[config.mk]
export PLATFORM = sky130hd
export DESIGN_NAME = stack_ctrl_flat
export DESIGN_NICKNAME = d
export VERILOG_FILES = /design/src/rtl/stack_ctrl_if.sv /design/src/rtl/stack_ctrl.sv /design/src/flat_wrapper.sv
export SDC_FILE = /design/constraint.sdc
export NUM_CORES = 1
export LEC_CHECK = 0
export ABC_AREA = 1
export CAP_MARGIN = 40
export CORE_AREA = 8 8 157 159
export CTS_BUF_LIST = sky130_fd_sc_hd__clkbuf_16
export DETAILED_ROUTE_END_ITERATION = 12
export DIE_AREA = 0 0 165 167
export GPL_TIMING_DRIVEN = 0
export HOLD_SLACK_MARGIN = 0.02
export PLACE_DENSITY = 0.75
export SYNTH_ARGS = -nofsm -noshare
export SYNTH_HDL_FRONTEND = slang
export SYNTH_SLANG_ARGS = --single-unit
[constraint.sdc]
create_clock -name clk -period 4.6 [get_ports clk]
set_clock_uncertainty 0.1 [all_clocks]
set_input_delay 1.38 -clock clk [delete_from_list [all_inputs] [get_ports clk]]
set_output_delay 1.38 -clock clk [all_outputs]
set_load 0.1 [all_outputs]
[src/rtl/stack_ctrl_if.sv]
// Request, stack-pointer and data-memory signals of the stack sequencer.
// The slave modport is the sequencer; the master modport is the pipeline/memory side.
interface stack_ctrl_if #(
    parameter int ADDR_W = 11
);
    logic              op_valid;
    logic [2:0]        op;
    logic [31:0]       op_data;
    logic              op_ready;
    logic [31:0]       sp_read_data;
    logic [31:0]       sp_write_data;
    logic              sp_write_enable;
    logic [ADDR_W-1:0] mem_addr;
    logic [15:0]       mem_wdata;
    logic              mem_we;
    logic              mem_re;
    logic [15:0]       mem_rdata;
    logic [31:0]       pop_data;
    logic              done;
    logic              fault;

    modport slave (
        input  op_valid, op, op_data, sp_read_data, mem_rdata,
        output op_ready, sp_write_data, sp_write_enable, mem_addr,
               mem_wdata, mem_we, mem_re, pop_data, done, fault
    );

    modport master (
        output op_valid, op, op_data, sp_read_data, mem_rdata,
        input  op_ready, sp_write_data, sp_write_enable, mem_addr,
               mem_wdata, mem_we, mem_re, pop_data, done, fault
    );
endinterface

[src/rtl/stack_ctrl.sv]
// Memory-stage stack sequencer: PUSH/POP of 16-bit words and 32-bit PC pairs on a downward stack.
// Define STACK_BOUNDS_CHECK_EN to reject out-of-range pushes/pops with a fault pulse.
module stack_ctrl #(
    parameter logic [31:0] STACK_TOP = 32'd2047,
    parameter int          ADDR_W    = 11
) (
    input  logic         clk,
    input  logic         reset,
    stack_ctrl_if.slave  bus
);

    localparam logic [2:0] OP_PUSH16 = 3'd1;
    localparam logic [2:0] OP_POP16  = 3'd2;
    localparam logic [2:0] OP_PUSH32 = 3'd3;
    localparam logic [2:0] OP_POP32  = 3'd4;

`ifdef STACK_BOUNDS_CHECK_EN
    localparam bit BoundsCheck = 1'b1;
`else
    localparam bit BoundsCheck = 1'b0;
`endif

    typedef enum logic [2:0] {
        IDLE,
        PUSH_LO,
        POP_WAIT,
        POP_LO_WAIT,
        POP_HI_WAIT
    } state_t;

    state_t      state_q, state_d;
    logic [31:0] baseSp_q, baseSp_d;
    logic [15:0] pushLo_q, pushLo_d;
    logic [15:0] lowWord_q, lowWord_d;
    logic [31:0] popData_q, popData_d;

    logic [31:0] spIn;
    logic [31:0] memAddr32;
    logic [15:0] memWdata;
    logic        memWe;
    logic        memRe;
    logic [31:0] spWdata;
    logic        spWe;
    logic        donePulse;
    logic        faultPulse;
    logic        pushOk1, pushOk2, popOk1, popOk2;

    assign spIn = bus.sp_read_data;

    // Pop bound is evaluated at 33 bits so an SP near 2^32 cannot wrap past the limit.
    assign pushOk1 = !BoundsCheck || (spIn >= 32'd1);
    assign pushOk2 = !BoundsCheck || (spIn >= 32'd2);
    assign popOk1  = !BoundsCheck || ((33'(spIn) + 33'd1) <= 33'(STACK_TOP));
    assign popOk2  = !BoundsCheck || ((33'(spIn) + 33'd2) <= 33'(STACK_TOP));

    always_ff @(posedge clk or posedge reset) begin
        if (reset) begin
            state_q   <= IDLE;
            baseSp_q  <= '0;
            pushLo_q  <= '0;
            lowWord_q <= '0;
            popData_q <= '0;
        end else begin
            state_q   <= state_d;
            baseSp_q  <= baseSp_d;
            pushLo_q  <= pushLo_d;
            lowWord_q <= lowWord_d;
            popData_q <= popData_d;
        end
    end

    always_comb begin
        state_d    = state_q;
        baseSp_d   = baseSp_q;
        pushLo_d   = pushLo_q;
        lowWord_d  = lowWord_q;
        popData_d  = popData_q;
        memAddr32  = '0;
        memWdata   = '0;
        memWe      = 1'b0;
        memRe      = 1'b0;
        spWdata    = '0;
        spWe       = 1'b0;
        donePulse  = 1'b0;
        faultPulse = 1'b0;

        case (state_q)
            IDLE: begin
                if (bus.op_valid) begin
                    baseSp_d = spIn;
                    pushLo_d = bus.op_data[15:0];
                    case (bus.op)
                        OP_PUSH16: begin
                            if (pushOk1) begin
                                memWe     = 1'b1;
                                memAddr32 = spIn;
                                memWdata  = bus.op_data[15:0];
                                spWdata   = spIn - 32'd1;
                                spWe      = 1'b1;
                                donePulse = 1'b1;
                            end else begin
                                faultPulse = 1'b1;
                            end
                        end
                        OP_PUSH32: begin
                            if (pushOk2) begin
                                memWe     = 1'b1;
                                memAddr32 = spIn;
                                memWdata  = bus.op_data[31:16];
                                state_d   = PUSH_LO;
                            end else begin
                                faultPulse = 1'b1;
                            end
                        end
                        OP_POP16: begin
                            if (popOk1) begin
                                memRe     = 1'b1;
                                memAddr32 = spIn + 32'd1;
                                state_d   = POP_WAIT;
                            end else begin
                                faultPulse = 1'b1;
                            end
                        end
                        OP_POP32: begin
                            if (popOk2) begin
                                memRe     = 1'b1;
                                memAddr32 = spIn + 32'd1;
                                state_d   = POP_LO_WAIT;
                            end else begin
                                faultPulse = 1'b1;
                            end
                        end
                        default: begin
                        end
                    endcase
                end
            end
            PUSH_LO: begin
                memWe     = 1'b1;
                memAddr32 = baseSp_q - 32'd1;
                memWdata  = pushLo_q;
                spWdata   = baseSp_q - 32'd2;
                spWe      = 1'b1;
                donePulse = 1'b1;
                state_d   = IDLE;
            end
            POP_WAIT: begin
                popData_d = {16'b0, bus.mem_rdata};
                spWdata   = baseSp_q + 32'd1;
                spWe      = 1'b1;
                donePulse = 1'b1;
                state_d   = IDLE;
            end
            POP_LO_WAIT: begin
                lowWord_d = bus.mem_rdata;
                memRe     = 1'b1;
                memAddr32 = baseSp_q + 32'd2;
                state_d   = POP_HI_WAIT;
            end
            POP_HI_WAIT: begin
                popData_d = {bus.mem_rdata, lowWord_q};
                spWdata   = baseSp_q + 32'd2;
                spWe      = 1'b1;
                donePulse = 1'b1;
                state_d   = IDLE;
            end
            default: begin
                state_d = IDLE;
            end
        endcase
    end

    assign bus.op_ready        = (state_q == IDLE);
    assign bus.mem_addr        = ADDR_W'(memAddr32);
    assign bus.mem_wdata       = memWdata;
    assign bus.mem_we          = memWe;
    assign bus.mem_re          = memRe;
    assign bus.sp_write_data   = spWdata;
    assign bus.sp_write_enable = spWe;
    assign bus.pop_data        = popData_q;
    assign bus.done            = donePulse;
    assign bus.fault           = BoundsCheck ? faultPulse : 1'b0;

endmodule

[src/flat_wrapper.sv]
// flat-port wrapper written by rule: the top's interface ports become plain ports
module stack_ctrl_flat 
#(
    parameter logic [31:0] STACK_TOP = 32'd2047,
    parameter int          ADDR_W    = 11
)
  (clk, reset, bus_op_valid, bus_op, bus_op_data, bus_sp_read_data, bus_mem_rdata, bus_op_ready, bus_sp_write_data, bus_sp_write_enable, bus_mem_addr, bus_mem_wdata, bus_mem_we, bus_mem_re, bus_pop_data, bus_done, bus_fault);
  stack_ctrl_if #(.ADDR_W(ADDR_W)) bus_i ();
  input  logic clk;
  input  logic reset;
  input wire logic [$bits(bus_i.op_valid)-1:0] bus_op_valid;
  input wire logic [$bits(bus_i.op)-1:0] bus_op;
  input wire logic [$bits(bus_i.op_data)-1:0] bus_op_data;
  input wire logic [$bits(bus_i.sp_read_data)-1:0] bus_sp_read_data;
  input wire logic [$bits(bus_i.mem_rdata)-1:0] bus_mem_rdata;
  output wire logic [$bits(bus_i.op_ready)-1:0] bus_op_ready;
  output wire logic [$bits(bus_i.sp_write_data)-1:0] bus_sp_write_data;
  output wire logic [$bits(bus_i.sp_write_enable)-1:0] bus_sp_write_enable;
  output wire logic [$bits(bus_i.mem_addr)-1:0] bus_mem_addr;
  output wire logic [$bits(bus_i.mem_wdata)-1:0] bus_mem_wdata;
  output wire logic [$bits(bus_i.mem_we)-1:0] bus_mem_we;
  output wire logic [$bits(bus_i.mem_re)-1:0] bus_mem_re;
  output wire logic [$bits(bus_i.pop_data)-1:0] bus_pop_data;
  output wire logic [$bits(bus_i.done)-1:0] bus_done;
  output wire logic [$bits(bus_i.fault)-1:0] bus_fault;
  assign bus_i.op_valid = bus_op_valid;
  assign bus_i.op = bus_op;
  assign bus_i.op_data = bus_op_data;
  assign bus_i.sp_read_data = bus_sp_read_data;
  assign bus_i.mem_rdata = bus_mem_rdata;
  assign bus_op_ready = bus_i.op_ready;
  assign bus_sp_write_data = bus_i.sp_write_data;
  assign bus_sp_write_enable = bus_i.sp_write_enable;
  assign bus_mem_addr = bus_i.mem_addr;
  assign bus_mem_wdata = bus_i.mem_wdata;
  assign bus_mem_we = bus_i.mem_we;
  assign bus_mem_re = bus_i.mem_re;
  assign bus_pop_data = bus_i.pop_data;
  assign bus_done = bus_i.done;
  assign bus_fault = bus_i.fault;
  stack_ctrl #(.STACK_TOP(STACK_TOP), .ADDR_W(ADDR_W)) u_core (.clk(clk), .reset(reset), .bus(bus_i));
endmodule
==> results of run 1 <==
## synth_stat cells
cell       count  area [um^2]
nand3_2        3        30.03
buf_1          3        11.26
or2_2          2        12.51
o21ai_1       40        200.2
a32oi_1        2        17.52
nand2_2        4        25.02
o21ai_0      121        605.6
inv_1        153        574.3
ha_1           7        87.58
nor3_4         3        48.80
dfrtp_1       99         2477
nand2_1      429         1610
buf_2         38        190.2
buf_6          2        22.52
o221ai_2       1        15.01
conb_1         1        3.750
nor2_4         6        67.56
nand2_4        1        11.26
nor2_1       183        686.9
xor2_1        14        122.6
a22oi_1        4        30.03
nand4_1       31        193.9
o211ai_2      13        162.7
clkbuf_1      15        56.30
o221ai_1       1        8.760
nand3b_1       4        30.03
nor3_1         5        25.02
nor2_2        12        75.07
buf_4          7        52.55
a21oi_1       48        240.2
clkbuf_2       1        5.000
o2111ai_1      6        52.55
clkinv_1       1        3.750
xnor2_1        1        8.760
nand3_1      162        810.8
inv_2         11        41.29
o211ai_1       5        37.54
## logic make-up after synthesis
| kind of cell | count (synthesis) |
|---|---|
| simple gates | 845 |
| fa+ha+maj | 7 |
| buf+inv | 231 |
| xor+xnor | 15 |
| flops | 99 |
| compound gates | 241 |
| other cells | 1 |
## stage by stage
stage | utilization (%) | hold WS (ns) | cell area, um^2
after CTS | 58.46 | 0.3897 | 12990
after global placement | 48.94 | 0.3658 | 10880
after global routing | 58.63 | 0.4172 | 13030
after floorplan | - | 0.3534 | 8730
final | 58.63 | 0.3845 | 13030
after detailed placement | 56.07 | 0.3731 | 12460
## routing by layer
| layer | share of wire [%] | GRT usage (%) | wire length (um) |
|---|---|---|---|
| met1 | 39 | 32.90 | 15090 |
| met2 | 48 | 48.00 | 18810 |
| met3 | 8.4 | 5.868 | 3285 |
| met4 | 4.5 | 12.19 | 1753 |
| met5 | 0.031 | 0 | 12 |
## area by class of cell
type | count | area, um^2
plain buffers | 66 | 367.9
clock buffers | 9 | 225.2
clock inverters | 7 | 72.57
fillers | 2028 | 9196
inverters | 165 | 633.1
multi-input cells | 1109 | 5605
flip-flops and latches | 99 | 2479
well taps | 285 | 356.6
repair buffers | 257 | 3292
## critical path, delay by kind of cell
family	cells	cell delay [ns]
adder cells (fa/ha/maj)	1	0.16
buffers and inverters	3	0.60
AND/OR/NAND/NOR	4	0.66
AO/OA/AOI/OAI	1	0.36
## state kept, by name (all words and copies together), names as in the netlist
| name | cells |
|---|---|
| u_core.baseSp_q | 32 |
| u_core.state_q | 3 |
| u_core.pushLo_q | 16 |
| u_core.lowWord_q | 16 |
| u_core.bus.pop_data | 32 |
## path summary, 6_finish.rpt
kind	slack [ns]	startpoint	endpoint	cells past startpoint
setup / recovery	-0.03	bus_sp_read_data[0]	bus_sp_write_data[12]	9
hold / removal	0.38	u_core.pushLo_q[11]	u_core.pushLo_q[11]	2
setup reg to reg	2.54	u_core.state_q[0]	u_core.bus.pop_data[1]	4
hold reg to reg	0.38	u_core.pushLo_q[11]	u_core.pushLo_q[11]	2
max in group asynchronous	2.35	reset	u_core.baseSp_q[18]	3
min in group asynchronous	1.36	reset	u_core.bus.pop_data[3]	2
## timing repair
item,CTS,global route
setup buffers,34,9
setup endpoints to repair,63,36
pin swaps,38,29
gates resized for setup,154,67
## where the power goes
group	switching, mW	leakage, nW	internal [mW]
sequential	0.128	1.23	1.06
combinational	1.78	4.58	0.870
clock	0.374	0.148	0.426
==> flow_summary.toml, run 1 <==
[power_and_ir_drop]
p_per_area_mw_per_mm2 = 355.7
power.leakage_nw = 5.952
ir_drop_uv = 218.3
power_mw = 4.635

[global_route]
gr-total-overflow = 0
grt_pass1_vias = 11080
grt_max_degree = 52
grt.total_usage_pct = 28.02
grt_pass1_wl_um = 60440
antenna_found_initial = 1

[sta]
min_period_ns = 4.634
tightest_slew_ns = 0.8221
hold_viol_final = 0
slew_viol_final = 0
fin_tns_setup_ns = -0.05155
rsz0062_at_grt = "yes"
relSlewSlack_pct = 45.19
setup-violations-final = 2
fin_ws_ns = -0.03376
fin_crit_sh_pct = 100.7
timing.fmax_mhz = 215.8

[detailed_routing]
route.detailed.drc = 0
routed_wl_um = 38950
first_iter_violations = 1091
num_vias = 11100
wl_per_cell_um = 19.51
dr.pass1.iters = 5
ant_nets = 0
post_drt_via_cell_ratio = 5.560

[floorplan]
die_h_um = 167
fp.dieArea_mm2 = 0.02756
rows = 55
start_util_pct = 38.94
io_pins = 183
die_x_um = 165
core_mm2 = 0.02223

[place]
dp_slack_ns = -0.9804
io_buffers = 179
hpwl_um = 30890
routabilityCongestion = 0.9655
place_inst = 2000

[clock_tree]
cts_buffers = 9
cts_tree = "built"
path_clk_slew_ns = 0.07
hold_buffers = 0
cts.sinks = 99
clk_latency_ns = 0.36
clock_path_buffers = 2
cts-root-buf = "clkbuf_16"
cts.htree.levels = 3

[layout]
antennaDiodeCount = 0
syn2layout_area_growth_pct = 50.57
final_common_cell = "nand2_1"
final_nets = 1800
layout_common_cells = "nand2_1 (415), nor2_1 (149), inv_1 (149), nand3_1 (140), o21ai_0 (112)"
layoutNonFillerInstCount = 1997
drive_above_1_share_pct = 20.79

[logic_synthesis]
ys_seq_area_share_pct = 28.63
synth-compound-area-share_pct = 15.83
synth_xor_area_share_pct = 1.518
ys_seq_elements = 99
synth_cells = 1439
synth_top_family_by_area = "simple AND/OR/NAND/NOR gates"
synthesis.area_mm2 = 0.008655
synthMuxAreaShare_pct = 0
synth_adder_area_share_pct = 1.012
synth_nets = 1532
syn_avg_cell_area_um2 = 6.014
synthSimpleGateAreaFrac_pct = 41.91
ys_types = 37
ys_warn_count = 0

[worst_setup_path]
endpoint_kind = "output pin"
worstPathMaxFanout = 4
cp_common_cell = "nand2_4"
cp.arrival_ns = 3.15
slowest_stage = "o21ai_1"
start_kind = "input pin"
max_stage_delay_ns = 0.36
crit_type = "input pin to output pin"
cp.required_ns = 3.12
cp_cell_sequence = "clkdlybuf4s15_2, clkinvlp_4, ha_4, nand2_4, nor2_4, nand2_4, o21ai_1, nand4_1, buf_12"

[outcome]
status = "finished with violations"
violations = "negative setup slack"

[run]
cap_violations = 0

[min_path]
min_path_type = "flip-flop to flip-flop"
Power figures use the tool's default switching activity.
==> run 2, diff against run 1 <==
Settings changed: RECOVER_POWER set to 25.
==> run 2 against run 1 <==
The run ends with max-capacitance violations, max-slew violations, negative setup slack left. Clock power is essentially flat. Core utilization is essentially flat. Highest routed layer unchanged. Count of clock-buffer cells in the layout is the same. Maximum frequency grew 0.54%. Combinational power is essentially flat. Wire length is essentially flat. Design area is essentially flat. Worst hold slack gained 0.00097 ns. Largest power group unchanged. First-iteration DRC count grew 3.2%. Sequential power is essentially flat. Critical path type unchanged. Critical endpoint is now bus_sp_write_data[13]. Sequential cell count is the same.
==> flow_summary.toml, run 2 (synthesized netlist as in run 1, its figures left out) <==
[detailed_routing]
post_drt_via_cell_ratio = 5.561
ant_nets = 0
first_iter_violations = 1126
wl_per_cell_um = 19.50
num_vias = 11110
routed_wl_um = 38940
route.detailed.drc = 0
dr.pass1.iters = 5

[layout]
final_nets = 1800
layout_common_cells = "nand2_1 (416), inv_1 (151), nor2_1 (149), nand3_1 (141), o21ai_0 (112)"
nFillCells = 2030
register_area_mm2 = 0.002479
syn2layout_area_growth_pct = 50.45
final_common_cell = "nand2_1"
drive_above_1_share_pct = 20.50
fin_area_mm2 = 0.01302
multi_input_area_mm2 = 0.005598
antennaDiodeCount = 0
layoutNonFillerInstCount = 1997

[sta]
fin_tns_setup_ns = -0.009051
fin_crit_sh_pct = 100.2
timing.fmax_mhz = 217.0
hold_viol_final = 0
rsz0062_at_grt = "yes"
slew_viol_final = 49
setup-violations-final = 1
relSlewSlack_pct = -49.89
min_period_ns = 4.609
tightest_slew_ns = 2.236
fin_ws_ns = -0.009051

[clock_tree]
cts_buffers = 9
cts_tree = "built"
cts.htree.levels = 3
path_clk_slew_ns = 0.07
cts.sinks = 99
hold_buffers = 0
clk_latency_ns = 0.35
clock_path_buffers = 2
cts-root-buf = "clkbuf_16"

[floorplan]
core_mm2 = 0.02223
start_util_pct = 38.94
io_pins = 183
die_x_um = 165
fp.dieArea_mm2 = 0.02756
die_h_um = 167
rows = 55

[global_route]
grt_pass1_wl_um = 60440
grt_max_degree = 52
grt_pass1_vias = 11080
grt.total_usage_pct = 28.02
gr-total-overflow = 0
antenna_found_initial = 1

[worst_setup_path]
cp_cell_sequence = "dlygate4sd2_1, buf_6, nor2_4, nand2_1, nor2_2, nand2_2, inv_4, nand2_1, nand3_2, nand4_1, buf_12"
cp_num_buf_inv = 4
cpLargestDelayFamily = "simple AND/OR/NAND/NOR gates"
worstPathMaxFanout = 4
slowest_stage = "dlygate4sd2_1"
cp.required_ns = 3.12
start_kind = "input pin"
crit_type = "input pin to output pin"
endpoint_kind = "output pin"
cp_common_cell = "nand2_1"
cp.arrival_ns = 3.13
max_stage_delay_ns = 0.28

[power_and_ir_drop]
combPwrFrac_pct = 57.1
switchingPower_mw = 2.274
pwr-share-clk_pct = 17.2
seq_power_share_pct = 25.7
swShare_pct = 49.13
p_int_mw = 2.355
p_per_area_mw_per_mm2 = 355.5
power.leakage_nw = 5.950
ir_drop_uv = 218.0

[outcome]
violations = "max-capacitance violations, max-slew violations, negative setup slack"
status = "finished with violations"

[place]
place_inst = 2000
placed_area_mm2 = 0.01246
routabilityCongestion = 0.9655
hpwl_um = 30890
io_buffers = 179

[run]
cap_violations = 1

[min_path]
min_path_type = "flip-flop to flip-flop"
==> run 2: worst min-delay path, cell delays in order (launching register included) <==
cell	delay (ns)
dfrtp_1	0.35
nand2_1	0.05
o21ai_0	0.05
==> run 2: worst paths after layout <==
| check | to | cells past startpoint | slack (ns) | startpoint |
|---|---|---|---|---|
| worst max-delay path | bus_sp_write_data[13] | 11 | -0.009 | bus_sp_read_data[7] |
| worst min-delay path | u_core.pushLo_q[11] | 2 | 0.39 | u_core.pushLo_q[11] |
| worst max register to register | u_core.bus.pop_data[9] | 7 | 2.23 | u_core.state_q[0] |
| worst min register to register | u_core.pushLo_q[11] | 2 | 0.39 | u_core.pushLo_q[11] |
| max in group asynchronous | u_core.bus.pop_data[10] | 2 | 1.41 | reset |
| min in group asynchronous | u_core.bus.pop_data[3] | 2 | 1.97 | reset |
==> run 2: routing by layer <==
metal / part of all wire (%) / track usage, % / wire length (um)
met2: 48 / 48.00 / 18630
met4: 4.6 / 12.19 / 1799
met5: 0.031 / 0 / 12
met3: 8.7 / 5.868 / 3371
met1: 39 / 32.90 / 15130
==> run 2: power groups by stage <==
stage	Clock, mW	Sequential (mW)	Combinational (mW)
floorplan	0	1.62	1.15
global route	0.828	1.21	2.79
global placement	0	1.19	2.16
CTS	0.793	1.19	2.65
finish	0.797	1.19	2.64
detailed placement	0	1.20	2.64
==> run 2: cell type report <==
| type | count | share of cell area (%) |
|---|---|---|
| Buffer | 66 | 2.815 |
| Clock buffer | 9 | 1.730 |
| Clock inverter | 7 | 0.5573 |
| Inverter | 165 | 4.853 |
| Multi-Input combinational cell | 1109 | 42.99 |
| Sequential cell | 99 | 19.04 |
| Tap cell | 285 | 2.739 |
| Timing Repair Buffer | 257 | 25.28 |
==> run 2: metrics by stage <==
| step | setup slack, ns | hold slack, ns | util (%) | total power [mW] |
|---|---|---|---|---|
| 2_1_floorplan | -0.1768 | 0.3534 | - | 2.771 |
| 3_3_place_gp | -1.400 | 0.3658 | 48.94 | 3.350 |
| 3_5_place_dp | -0.9804 | 0.3731 | 56.07 | 3.843 |
| 4_1_cts | -0.2717 | 0.3897 | 58.46 | 4.626 |
| 5_1_grt | -0.03491 | 0.4172 | 58.58 | 4.824 |
| 6_report | -0.009051 | 0.3855 | 58.58 | 4.630 |
==> run 2: repair_timing <==
item                       CTS  global route
pin swaps                   38            29
setup buffers               34             9
setup endpoints to repair   63            36
gates resized for setup    154            67
